<file path="src/rtl/alu_pkg.sv">
// Shared definitions for the ALU control slice: ALUOp codes, RV32 opcode
// and funct7 constants, sequencer state encoding and op class predicates.
package alu_pkg;

    localparam int unsigned ALU_CODE_W = 5;
    typedef logic [ALU_CODE_W-1:0] aluop_t;

    localparam aluop_t ALU_ADD    = 5'd0;
    localparam aluop_t ALU_SUB    = 5'd1;
    localparam aluop_t ALU_XOR    = 5'd2;
    localparam aluop_t ALU_OR     = 5'd3;
    localparam aluop_t ALU_AND    = 5'd4;
    localparam aluop_t ALU_SLL    = 5'd5;
    localparam aluop_t ALU_SRL    = 5'd6;
    localparam aluop_t ALU_MUL    = 5'd7;
    localparam aluop_t ALU_DIV    = 5'd8;
    localparam aluop_t ALU_SRA    = 5'd9;
    localparam aluop_t ALU_SLT    = 5'd10;
    localparam aluop_t ALU_SLTU   = 5'd11;
    localparam aluop_t ALU_MULH   = 5'd12;
    localparam aluop_t ALU_MULHSU = 5'd13;
    localparam aluop_t ALU_MULHU  = 5'd14;
    localparam aluop_t ALU_DIVU   = 5'd15;
    localparam aluop_t ALU_REM    = 5'd16;
    localparam aluop_t ALU_REMU   = 5'd17;
    localparam aluop_t ALU_NA     = 5'd31;

    localparam logic [6:0] OPC_OP     = 7'b0110011;
    localparam logic [6:0] OPC_OP_IMM = 7'b0010011;
    localparam logic [6:0] OPC_LOAD   = 7'b0000011;
    localparam logic [6:0] OPC_STORE  = 7'b0100011;
    localparam logic [6:0] OPC_BRANCH = 7'b1100011;
    localparam logic [6:0] OPC_JAL    = 7'b1101111;
    localparam logic [6:0] OPC_JALR   = 7'b1100111;
    localparam logic [6:0] OPC_LUI    = 7'b0110111;
    localparam logic [6:0] OPC_AUIPC  = 7'b0010111;

    localparam logic [6:0] F7_BASE   = 7'b0000000;
    localparam logic [6:0] F7_ALT    = 7'b0100000;
    localparam logic [6:0] F7_MULDIV = 7'b0000001;

    typedef enum logic [1:0] {
        ST_IDLE = 2'd0,
        ST_BUSY = 2'd1,
        ST_DONE = 2'd2
    } state_e;

    function automatic logic is_mul_class(input aluop_t op);
        return (op == ALU_MUL) || (op == ALU_MULH) ||
               (op == ALU_MULHSU) || (op == ALU_MULHU);
    endfunction

    function automatic logic is_div_class(input aluop_t op);
        return (op == ALU_DIV) || (op == ALU_DIVU) ||
               (op == ALU_REM) || (op == ALU_REMU);
    endfunction

endpackage

</file>
<file path="src/rtl/alu_op_decode.sv">
// Purely combinational RV32I(+M) instruction field to ALUOp decode.
module alu_op_decode
    import alu_pkg::*;
#(
    parameter int unsigned ENABLE_M = 1
) (
    input  logic       alu_control_i,
    input  logic [6:0] opcode_i,
    input  logic [2:0] funct3_i,
    input  logic [6:0] funct7_i,
    output aluop_t     aluop_o
);

    localparam bit M_EN = (ENABLE_M != 0);

    // Map opcode/funct3/funct7 to an ALU operation; anything unrecognised is NA.
    always_comb begin
        aluop_o = ALU_NA;
        if (alu_control_i) begin
            aluop_o = ALU_ADD;
        end else begin
            case (opcode_i)
                OPC_OP: begin
                    if (funct7_i == F7_BASE) begin
                        case (funct3_i)
                            3'b000:  aluop_o = ALU_ADD;
                            3'b001:  aluop_o = ALU_SLL;
                            3'b010:  aluop_o = ALU_SLT;
                            3'b011:  aluop_o = ALU_SLTU;
                            3'b100:  aluop_o = ALU_XOR;
                            3'b101:  aluop_o = ALU_SRL;
                            3'b110:  aluop_o = ALU_OR;
                            default: aluop_o = ALU_AND;
                        endcase
                    end else if (funct7_i == F7_ALT) begin
                        if (funct3_i == 3'b000) begin
                            aluop_o = ALU_SUB;
                        end else if (funct3_i == 3'b101) begin
                            aluop_o = ALU_SRA;
                        end
                    end else if ((funct7_i == F7_MULDIV) && M_EN) begin
                        case (funct3_i)
                            3'b000:  aluop_o = ALU_MUL;
                            3'b001:  aluop_o = ALU_MULH;
                            3'b010:  aluop_o = ALU_MULHSU;
                            3'b011:  aluop_o = ALU_MULHU;
                            3'b100:  aluop_o = ALU_DIV;
                            3'b101:  aluop_o = ALU_DIVU;
                            3'b110:  aluop_o = ALU_REM;
                            default: aluop_o = ALU_REMU;
                        endcase
                    end
                end
                OPC_OP_IMM: begin
                    case (funct3_i)
                        3'b000: aluop_o = ALU_ADD;
                        3'b010: aluop_o = ALU_SLT;
                        3'b011: aluop_o = ALU_SLTU;
                        3'b100: aluop_o = ALU_XOR;
                        3'b110: aluop_o = ALU_OR;
                        3'b111: aluop_o = ALU_AND;
                        3'b001: begin
                            if (funct7_i == F7_BASE) aluop_o = ALU_SLL;
                        end
                        default: begin
                            if (funct7_i == F7_BASE) begin
                                aluop_o = ALU_SRL;
                            end else if (funct7_i == F7_ALT) begin
                                aluop_o = ALU_SRA;
                            end
                        end
                    endcase
                end
                OPC_LOAD, OPC_STORE: begin
                    if (funct3_i == 3'b010) aluop_o = ALU_ADD;
                end
                OPC_BRANCH: begin
                    if ((funct3_i != 3'b010) && (funct3_i != 3'b011)) aluop_o = ALU_ADD;
                end
                OPC_JALR: begin
                    if (funct3_i == 3'b000) aluop_o = ALU_ADD;
                end
                OPC_JAL, OPC_LUI, OPC_AUIPC: aluop_o = ALU_ADD;
                default: aluop_o = ALU_NA;
            endcase
        end
    end

endmodule

</file>
<file path="src/rtl/alu_control_seq.sv">
// ALU control with a stall sequencer for multi-cycle MUL/DIV operations.
module alu_control_seq
    import alu_pkg::*;
#(
    parameter int unsigned ENABLE_M   = 1,
    parameter int unsigned MUL_CYCLES = 4,
    parameter int unsigned DIV_CYCLES = 32,
    parameter int unsigned ALUOP_W    = 5
) (
    input  logic               clk,
    input  logic               rst,
    input  logic               valid_i,
    input  logic               alu_control_i,
    input  logic [6:0]         opcode_i,
    input  logic [2:0]         funct3_i,
    input  logic [6:0]         funct7_i,
    output logic [ALUOP_W-1:0] aluop_o,
    output logic               illegal_o,
    output logic               stall_o,
    output logic               md_start_o,
    output logic               done_o
);

    localparam int unsigned MAX_CYC = (MUL_CYCLES > DIV_CYCLES) ? MUL_CYCLES : DIV_CYCLES;
    localparam int unsigned CNT_W   = $clog2(MAX_CYC);
    // The start cycle and the final BUSY cycle (counter at zero) each account
    // for one stall cycle, hence the load value of CYCLES-2.
    localparam logic [CNT_W-1:0] MUL_LOAD = CNT_W'(MUL_CYCLES - 2);
    localparam logic [CNT_W-1:0] DIV_LOAD = CNT_W'(DIV_CYCLES - 2);

    aluop_t           dec_op;
    aluop_t           op_q;
    state_e           state_q;
    logic [CNT_W-1:0] cnt_q;
    logic             multi;
    logic             start;

    alu_op_decode #(
        .ENABLE_M (ENABLE_M)
    ) u_dec (
        .alu_control_i (alu_control_i),
        .opcode_i      (opcode_i),
        .funct3_i      (funct3_i),
        .funct7_i      (funct7_i),
        .aluop_o       (dec_op)
    );

    // Classify the decoded op and derive the start condition (IDLE only).
    always_comb begin
        multi = is_mul_class(dec_op) || is_div_class(dec_op);
        start = (state_q == ST_IDLE) && valid_i && multi;
    end

    // Sequencer state, stall counter and latched op.
    always_ff @(posedge clk) begin
        if (rst) begin
            state_q <= ST_IDLE;
            cnt_q   <= '0;
            op_q    <= ALU_NA;
        end else begin
            case (state_q)
                ST_IDLE: begin
                    if (start) begin
                        state_q <= ST_BUSY;
                        op_q    <= dec_op;
                        cnt_q   <= is_mul_class(dec_op) ? MUL_LOAD : DIV_LOAD;
                    end
                end
                ST_BUSY: begin
                    if (cnt_q == '0) begin
                        state_q <= ST_DONE;
                    end else begin
                        cnt_q <= cnt_q - CNT_W'(1);
                    end
                end
                ST_DONE: state_q <= ST_IDLE;
                default: state_q <= ST_IDLE;
            endcase
        end
    end

    // Output drive: decode passes through in IDLE, latched op otherwise.
    always_comb begin
        md_start_o = start;
        stall_o    = start || (state_q == ST_BUSY);
        done_o     = (state_q == ST_DONE);
        illegal_o  = (state_q == ST_IDLE) && valid_i && (dec_op == ALU_NA);
        aluop_o    = (state_q == ST_IDLE) ? ALUOP_W'(dec_op) : ALUOP_W'(op_q);
    end

endmodule

</file>
<file path="config.mk">
export PLATFORM = sky130hd
export DESIGN_NAME = alu_control_seq
export DESIGN_NICKNAME = d
export VERILOG_FILES = /design/src/rtl/alu_pkg.sv /design/src/rtl/alu_op_decode.sv /design/src/rtl/alu_control_seq.sv
export SDC_FILE = /design/constraint.sdc
export NUM_CORES = 1
export LEC_CHECK = 0
export BUFFER_PORTS_ARGS = -buffer_cell sky130_fd_sc_hd__buf_4
export CAP_MARGIN = 20
export CORE_MARGIN = 10
export CORE_UTILIZATION = 40
export DETAILED_ROUTE_END_ITERATION = 12
export HOLD_SLACK_MARGIN = 0.05
export REMOVE_ABC_BUFFERS = 1
export SLEW_MARGIN = 40
export SYNTH_ARGS = -nofsm -noshare
export SYNTH_HDL_FRONTEND = slang
export SYNTH_SLANG_ARGS = --single-unit
export TNS_END_PERCENT = 20
</file>
<file path="constraint.sdc">
create_clock -name clk -period 5.52 [get_ports clk]
set_input_delay 0.552 -clock clk [delete_from_list [all_inputs] [get_ports clk]]
set_output_delay 0.552 -clock clk [all_outputs]
set_load 0.01 [all_outputs]
</file>
After elaboration in Yosys (flattened, before gate mapping)
Cells that the tools add are included.
W data, S select, Z words.
Storage, ports and cells
  register bits: 12
  bits of input ports: 21
  output and inout port bits: 9
  logic and storage cells: 84
Operators by class
  add/subtract/negate cells: 1
  equality and inequality tests: 34
  multiplexer cells: 24
  reduce and logical (&&, ||, !) cells: 22
Operators by type and width (count)
  $mux W5: 16
  $pmux W5 S7: 2
  $pmux W5 S6: 1
  $eq A7 B6 Y1 const B: 4
  $pmux W4 S7: 1
  $eq A5 B4 Y1 const B: 5
  $eq A7 B7 Y1 const B: 3
  $eq A5 B5 Y1 const B: 3
  $eq A7 B5 Y1 const B: 2
  $eq A3 B3 Y1 const B: 4
  $pmux W5 S2: 1
  $logic_or A1 B1 Y1: 8
  $eq A7 B1 Y1 const B: 1
  $eq A7 B2 Y1 const B: 1
  $logic_not A7 Y1: 1
  $eq A3 B2 Y1 const B: 2
  $ne A2 B2 Y1 const B: 3
  $ne A3 B2 Y1 const B: 2
  $eq A5 B3 Y1 const B: 1
  $logic_not A5 Y1: 1
  $sub A5 B1 Y5 const B: 1
  $logic_and A1 B1 Y1: 4
  $mux W2: 2
  $pmux W2 S2: 1
  other kinds (10): 11

Longest topological paths before layout
Gate-level depths: netlist (run 1).
  depth after elaboration: 15
  depth in mapped cells: 11
  depth with buffers taken out: 10

Modules after synthesis
Synthesis (run 1) repeated with hierarchy kept, for this count alone.
Unflattened totals
  cell total of the unflattened synthesis: 178
  area, all modules: 1332.5 µm²
By module, submodules not included
  alu_control_seq: times used 1, cells each 91, area an instance 783.3 µm², sequential area each 240.2 µm²
  alu_op_decode: times used 1, cells each 87, area an instance 549.3 µm², sequential area each 0.0 µm²

Worst setup path after synthesis (run 1)
OpenSTA, ideal clock, no wires.
  path kind: in2out
  from: in funct3_i[0]
  to: out stall_o
  arrival: 2.828 ns
  data required time: 4.968 ns
  setup slack: 2.140 ns
  cell stages on the path: 10
  path buffers: 1
  cells stage by stage: clkbuf_1 -> inv_1 -> ha_1 -> a21oi_1 -> a21boi_0 -> o2111a_1 -> or4_1 -> a2111oi_4 -> nor2_4 -> nand2_1
Between the ends
  word-level cells in the longest chain between the ends: 14
  elaborated cells on any way between the ends: 41
  classes of those cells: eq/ne (17); mux (13); reduce/logical (11)
Ends and longest elaborated chain
  start: declaration: line alu_control_seq.sv:15  | input logic [2:0] funct3_i,
  $eq A3 B3 Y1, or another cell as far along: line alu_op_decode.sv:25, alu_op_decode.sv:42, alu_op_decode.sv:55
  $pmux W5 S7 / $mux W5 (equally long branches): line alu_op_decode.sv:42, alu_op_decode.sv:38
  $mux W5 (on tied branches): line alu_op_decode.sv:41, alu_op_decode.sv:36
  $mux W5: line alu_op_decode.sv:35  | end else if (funct7_i == F7_ALT) begin
  $mux W5: line alu_op_decode.sv:24  | if (funct7_i == F7_BASE) begin
  $pmux W5 S6 (*): line alu_op_decode.sv:22  | case (opcode_i)
  $mux W5 (*): line alu_op_decode.sv:19  | if (alu_control_i) begin
  $eq A5 B3 Y1, or another cell as far along: line alu_pkg.sv:49  | return (op == ALU_MUL) || (op == ALU_MULH) ||
  $logic_or A1 B1 Y1 (on tied branches) (2 in series): line alu_pkg.sv:49, alu_pkg.sv:54
  $logic_or A1 B1 Y1 (on tied branches): line alu_pkg.sv:50, alu_pkg.sv:55
  $logic_or A1 B1 Y1 (*): line alu_control_seq.sv:50  | multi = is_mul_class(dec_op) || is_div_class(dec_op);
  $logic_and A1 B1 Y1 (*): line alu_control_seq.sv:51  | start = (state_q == ST_IDLE) && valid_i && multi;
  $logic_or A1 B1 Y1 (*): line alu_control_seq.sv:85  | stall_o = start || (state_q == ST_BUSY);
  end: declaration: line alu_control_seq.sv:19  | output logic stall_o,
Mark *: on every way between the ends. The rest lies on a longest branch, timed or not.

Final worst setup path (run 1)
  from: in funct7_i[1]
  to: out stall_o
Between the ends
  word-level cells in the longest chain between the ends: 13
  elaborated cells on any way between the ends: 29
  classes of those cells: eq/ne (10); mux (9); reduce/logical (10)
Ends and longest elaborated chain
  start: declaration: line alu_control_seq.sv:16  | input logic [6:0] funct7_i,
  $eq A7 B6 Y1 / $eq A7 B1 Y1 (equally long branches): line alu_op_decode.sv:35, alu_op_decode.sv:68, alu_op_decode.sv:41
  $mux W5 (on tied branches): line alu_op_decode.sv:68, alu_op_decode.sv:41
  $mux W5 (on tied branches): line alu_op_decode.sv:66, alu_op_decode.sv:35
  $pmux W5 S7 / $mux W5 (equally long branches): line alu_op_decode.sv:55, alu_op_decode.sv:24
  $pmux W5 S6 (*): line alu_op_decode.sv:22
  $mux W5 (*): line alu_op_decode.sv:19
  $eq A5 B3 Y1, or another cell as far along: line alu_pkg.sv:49
  $logic_or A1 B1 Y1 (on tied branches) (2 in series): line alu_pkg.sv:49, alu_pkg.sv:54
  $logic_or A1 B1 Y1 (on tied branches): line alu_pkg.sv:50, alu_pkg.sv:55
  $logic_or A1 B1 Y1 (*): line alu_control_seq.sv:50
  $logic_and A1 B1 Y1 (*): line alu_control_seq.sv:51
  $logic_or A1 B1 Y1 (*): line alu_control_seq.sv:85
Marks and branches as above.

==> summary.md, run 1 <==
| Metric | Value |
|---|---|
| Status | `complete, no violations` |
| DRC | `0` |
| Fin Hold WS | `0.480 ns` |
| Vias per cell | `approximately 5.8` |
| Post-synth top area share | `roughly a fifth` |
| CTS tree | `done` |
| Final hold viol count | `0` |
| Hold Path Class | `reg -> reg` |
| Register area share after synthesis | `18.7%` |
| Relative slew slack | `56.4%` |
| Clock sinks | `12` |
| Setup TNS | `0 ns` |
| Ant diodes | `0` |
| Top_reg_cell synth | `dfxtp_1` |
| Cells after DPL | `240` |
| Vias | `1,417` |
| Post-Syn Area | `1290 um^2` |
| Initial antenna violation count | `0` |
| Iteration count of the initial detailed-routing pass | `4` |
| Largest net degree at the start of global routing | `21` |
| Clock Latency Late Sink | `0.28 ns` |
| Nets | `between 200 and 250` |
| Peak VDD IR | `0.0000762 V` |
| Final setup vio count | `0` |
| Fin crit share | `67.8%` |
| Synth unique cells | `56` |
| Post-CTS resize count | `0` |
| Clock transition at the registers of the reported paths | `0.08 ns` |
| Least-Margin Pin Slew | `between 0.6 and 0.7 ns` |
| I/O pin count | `30` |
| Die Y | `76.7 um` |
| DP Wirelength | `2880 um` |
| Setup Crit Path Kind | `in -> out` |
| Core Region | `just over 3000 um^2` |
| Pwr Total | `about 0.00023 W` |
| Crit path capture type | `primary output` |
| Min Tclk post-route | `3.74 ns` |
| Synth Register Bits | `12` |
| Final ANT Viol Nets | `0` |
| Mean area per synthesized cell | `7.35 um^2` |
| Max Cap Viol | `0` |
| Yosys warns | `0` |
| Initial DRC Count | `66` |
| Final Skew | `0.00621 ns` |
| Most frequent cells in the layout | `29 x buf_4, 17 x nand2_1, 15 x nor2_1` |
| GP Congestion | `0.831` |
| Num CTS Buffers | `3` |
| RSZ-0062 raised after global routing | `false` |
| Static Leak | `0.606 nW` |
| Crit path required time | `4.97 ns` |
| Final Max Tran Viols | `0` |
| Worst-path fanout max | `9` |
| Post-DP Area | `1530 um^2` |
| Commonest non-fill, non-tap cell in the layout | `buf_4` |
| Hold Buf Count CTS | `0` |
| Grt ovf | `0` |
| Tot GR Track Use | `a little under an eighth` |
| Layout Cells excl Fill | `244` |
| CP Launch Type | `primary input` |
| Synth Instances | `175` |
| Wire per inst | `14.9 um` |
| # Post-CTS Setup Buffers | `0` |
| Starting Density | `41.8%` |
| Worst EP arrival | `3.19 ns` |
| Port Buffers | `29` |
| Die area | `5880 um^2` |
| Die W | `76.7 um` |
| Yosys top cell by area | `dfxtp_1` |
| Row count | `20` |
| Post-synth EDFFs | `0` |
| Top cells by area, synth | `dfxtp_1 19%, nand2_1 5.0%, o21ai_0 4.7%, nor2_1 4.4%, nor3_1 4.3%` |
| Pwr/cell area | `149 nW/um^2` |
| Area delta synth->final | `21.7%` |
| H-tree depth | `1` |
| F_max | `between 200 and 300 MHz` |
| Fraction of registers with async set/reset | `0%` |
| First-pass GRT wire length | `5920 um` |
| CTS Root Cell | `clkbuf_4` |
| Share of cells above drive strength 1 | `22.5%` |
| Drt total wl | `around 3600 um` |
| Max Root-Sink Buffers | `2` |
| Via count of the first global-routing pass | `around 1,300` |
| Design Area, Final | `~1600 um^2` |
-- path summary, 6_finish.rpt --
kind	from	to	slack [ns]	depth (start not counted)
worst max-delay path	funct7_i[1]	stall_o	1.78	10
worst min-delay path	cnt_q[4]	cnt_q[4]	0.48	2
worst max register to register	state_q[0]	op_q[4]	3.50	5
worst min register to register	cnt_q[4]	cnt_q[4]	0.48	2
-- registers in the layout, summed over array words and instances, names as in the netlist --
name,flops
cnt_q,5
op_q,5
state_q,2
-- layer usage --
metal / wire (um) / share of wire (%) / track usage [%] / up-vias
met5: 0 / 0 / 0 / -
met4: 21 / 0.58 / 2.23 / 0
met3: 148 / 4.1 / 3.38 / 4
met2: 1830 / 50 / 20.2 / 32
met1: 1630 / 45 / 13.7 / 666
li1: - / - / - / 715
-- report_power, final --
group / leakage [nW] / total (W) / internal [W] / switching (W)
clock: 0.0210 / 0.0000715 / 0.0000401 / 0.0000314
sequential: 0.0972 / 0.0000901 / 0.0000885 / 0.00000158
combinational: 0.487 / 0.0000717 / 0.0000318 / 0.0000399
-- per-stage QoR --
stage / setup WS, ns / utilization, %
finish: 1.78 / 50.9
CTS: 1.80 / 50.9
global placement: 1.86 / 49.7
detailed placement: 1.81 / 49.7
floorplan: 2.16 / -
global route: 1.66 / 50.9
-- synth_stat cells, types with 2 or more instances --
cell type / instances
a221oi_1: 2
nand3_1: 2
a21o_1: 2
a21oi_1: 9
and2_1: 3
a211oi_1: 3
inv_1: 6
clkbuf_1: 8
mux2i_1: 3
nor3_1: 11
ha_1: 3
or4_1: 2
a311oi_2: 2
nand2b_1: 4
nor4_1: 7
or3_1: 6
and3b_1: 2
o31ai_1: 2
nor2_1: 15
or2_2: 2
nand2_1: 17
o21ai_0: 12
dfxtp_1: 12
or4_4: 2
nor2b_1: 6
o21ai_1: 2
-- critical path: stages --
cell and delay, ns:
buf_4 0.11, or4_4 0.56, or4_4 0.44, a311oi_2 0.31, o22ai_2 0.15, a311oi_2 0.42, a2111oi_4 0.12, nor2_4 0.28
nand2_1 0.09, buf_4 0.15
-- layout make-up --
type,instances,area [um^2]
flip-flops and latches,12,240
multi-input cells,149,993
clock buffers,4,36.3
repair buffers,29,218
well taps,44,55.1
inverters,6,22.5
fillers,319,1510
-- kinds of logic (layout without fill, tap and decap cells) --
kind of cell    count (synthesis)  in the layout  synth area share (%)
simple gates                   87             87                  37.8
compound gates                 53             53                  31.9
buf+inv                        14             39                  4.09
flops                          12             12                  18.7
mux                             4              4                  3.21
fa+ha+maj                       3              3                  2.92
xor+xnor                        2              2                  1.36
No activity file was read; power rests on OpenSTA's default activity.
==> run 2: changes to the inputs <==
==> constraint.sdc (replaced) <==
create_clock -name clk -period 3.5 [get_ports clk]
set_input_delay 0.35 -clock clk [delete_from_list [all_inputs] [get_ports clk]]
set_output_delay 0.35 -clock clk [all_outputs]
set_load 0.01 [all_outputs]
==> summary.md, run 2 (synthesized netlist as in run 1, its figures left out) <==
| Metric | Value |
|---|---|
| Worst EP arrival | `2.97 ns` |
| Multi-input gate area | `998 um^2` |
| Most frequent cells in the layout | `32 x buf_4, 17 x nand2_1, 15 x nor2_1` |
| Final setup vio count | `0` |
| P_int | `0.000256 W` |
| F_max | `approximately 300 MHz` |
| Iteration count of the initial detailed-routing pass | `4` |
| Core Util, Final | `51.7%` |
| Logic pwr share | `31.3%` |
| Hold Path Class | `in -> reg` |
| Wire per inst | `between 10 and 15 um` |
| Worst-path fanout max | `9` |
| Share of cells above drive strength 1 | `24.1%` |
| Top Registers | `cnt_q x5, op_q x5, state_q x2` |
| # Post-CTS Setup Buffers | `0` |
| Seq pwr share | `38.5%` |
| Final Max Tran Viols | `0` |
| Row count | `20` |
| Via count of the first global-routing pass | `1,311` |
| Die Y | `76.7 um` |
| Commonest non-fill, non-tap cell in the layout | `buf_4` |
| DP Wirelength | `2810 um` |
| Fillers | `roughly 320` |
| Max Root-Sink Buffers | `2` |
| Clock transition at the registers of the reported paths | `0.08 ns` |
| Num CTS Buffers | `3` |
| Drt total wl | `3480 um` |
| GRT Max-Usage Layer | `met2` |
| Worst-path cell chain | `buf_4, or4_4, or4_4, a311oi_2, o22ai_2, a311oi_2, a2111oi_4, nor2_4, nand2_1, buf_4` |
| Min Tclk post-route | `3.32 ns` |
| Static Leak | `0.620 nW` |
| Least-Margin Pin Slew | `0.544 ns` |
| Pwr/cell area | `231 nW/um^2` |
| Nets | `approximately 230` |
| Initial DRC Count | `59` |
| Register Area | `240 um^2` |
| Fin crit share | `94.8%` |
| Post-DP Area | `1550 um^2` |
| Pwr Total | `0.000369 W` |
| CP Launch Type | `primary input` |
| DRC | `0` |
| I/O pin count | `30` |
| H-tree depth | `1` |
| Global routing usage on met1 | `between 10% and 20%` |
| Clock group share of total power | `a little under a third` |
| Area delta synth->final | `23.8%` |
| CTS Root Cell | `clkbuf_4` |
| Port Buffers | `29` |
| Max incr delay on CP | `0.56 ns` |
| Relative slew slack | `63.4%` |
| Max Cap Viol | `0` |
| Crit path capture type | `primary output` |
| Design Area, Final | `1590 um^2` |
| Tot GR Track Use | `11.7%` |
| Die W | `76.7 um` |
| Clock sinks | `12` |
| Ant diodes | `0` |
| Setup Crit Path Kind | `in -> out` |
| CTS tree | `done` |
| Final ANT Viol Nets | `0` |
| Final hold viol count | `0` |
| Peak VDD IR | `0.000164 V` |
| Crit path required time | `about 3.2 ns` |
| Vias | `~1,400` |
| M2 GR Usage | `a little under 20%` |
| Grt ovf | `0` |
| Highest-delay cell along the critical path | `or4_4` |
| Starting Density | `41.8%` |
| Status | `complete, no violations` |
| Clock Latency Late Sink | `0.27 ns` |
| Met3 GRT Util | `3.96%` |
| RSZ-0062 raised after global routing | `false` |
| Sw frac | `30.7%` |
| Die area | `5880 um^2` |
| Final Skew | `0.00475 ns` |
| GP Congestion | `0.834` |
| NetSw | `0.000113 W` |
| Vias per cell | `5.64` |
| Largest net degree at the start of global routing | `21` |
| Initial antenna violation count | `0` |
| First-pass GRT wire length | `6070 um` |
| Setup TNS | `0 ns` |
| Core Region | `3080 um^2` |
run 2: cell count changes in the layout (fill, tap and decap cells not counted), sizes merged:
| cell | before | now |
|---|---|---|
| buf | 29 | 32 |
run 2: stage by stage:
stage / hold WS [ns] / setup slack, ns / instances
2_1_floorplan: 0.416 / 0.540 / 167
3_3_place_gp: 0.456 / 0.246 / 243
3_5_place_dp: 0.457 / 0.182 / 243
4_1_cts: 0.348 / 0.186 / 247
5_1_grt: 0.345 / 0.0336 / 247
6_report: 0.358 / 0.181 / 247
run 2: cell type report:
type	instances	share of cell area [%]
well taps	44	3.46
repair buffers	32	15.1
inverters	6	1.41
clock buffers	4	2.28
multi-input cells	149	62.7
flip-flops and latches	12	15.1
run 2: per-layer routing:
| metal | vias up | wire length, um |
|---|---|---|
| met5 | - | 0 |
| met4 | 0 | 15 |
| met3 | 4 | 142 |
| met2 | 18 | 1720 |
| met1 | 652 | 1600 |
| li1 | 719 | - |
run 2: what timing repair did:
item / CTS / global route
setup endpoints to repair: 0 / 1
hold buffers: 0 / 0
gates resized for setup: 0 / 1
run 2: power by group through the flow:
stage                     registers [W]   logic, W  clock network, W
final                          0.000142   0.000116          0.000111
after global routing           0.000143   0.000129          0.000125
after CTS                      0.000142   0.000115          0.000114
after detailed placement       0.000145   0.000114                 0
after global placement         0.000145   0.000113                 0
after floorplan                0.000145  0.0000579                 0
run 2: final timing paths:
check | start | endpoint | slack (ns) | depth (start not counted)
max reg2reg | state_q[0] | op_q[4] | 1.50 | 5
min reg2reg | cnt_q[4] | cnt_q[4] | 0.47 | 2
max | funct7_i[1] | stall_o | 0.18 | 10
min | rst | cnt_q[1] | 0.36 | 2
run 2: critical path: cells and delay by family:
family                 cells  cell delay [ns]
AO/OA/AOI/OAI              4             0.99
AND/OR/NAND/NOR            4             1.37
buffers and inverters      2             0.26
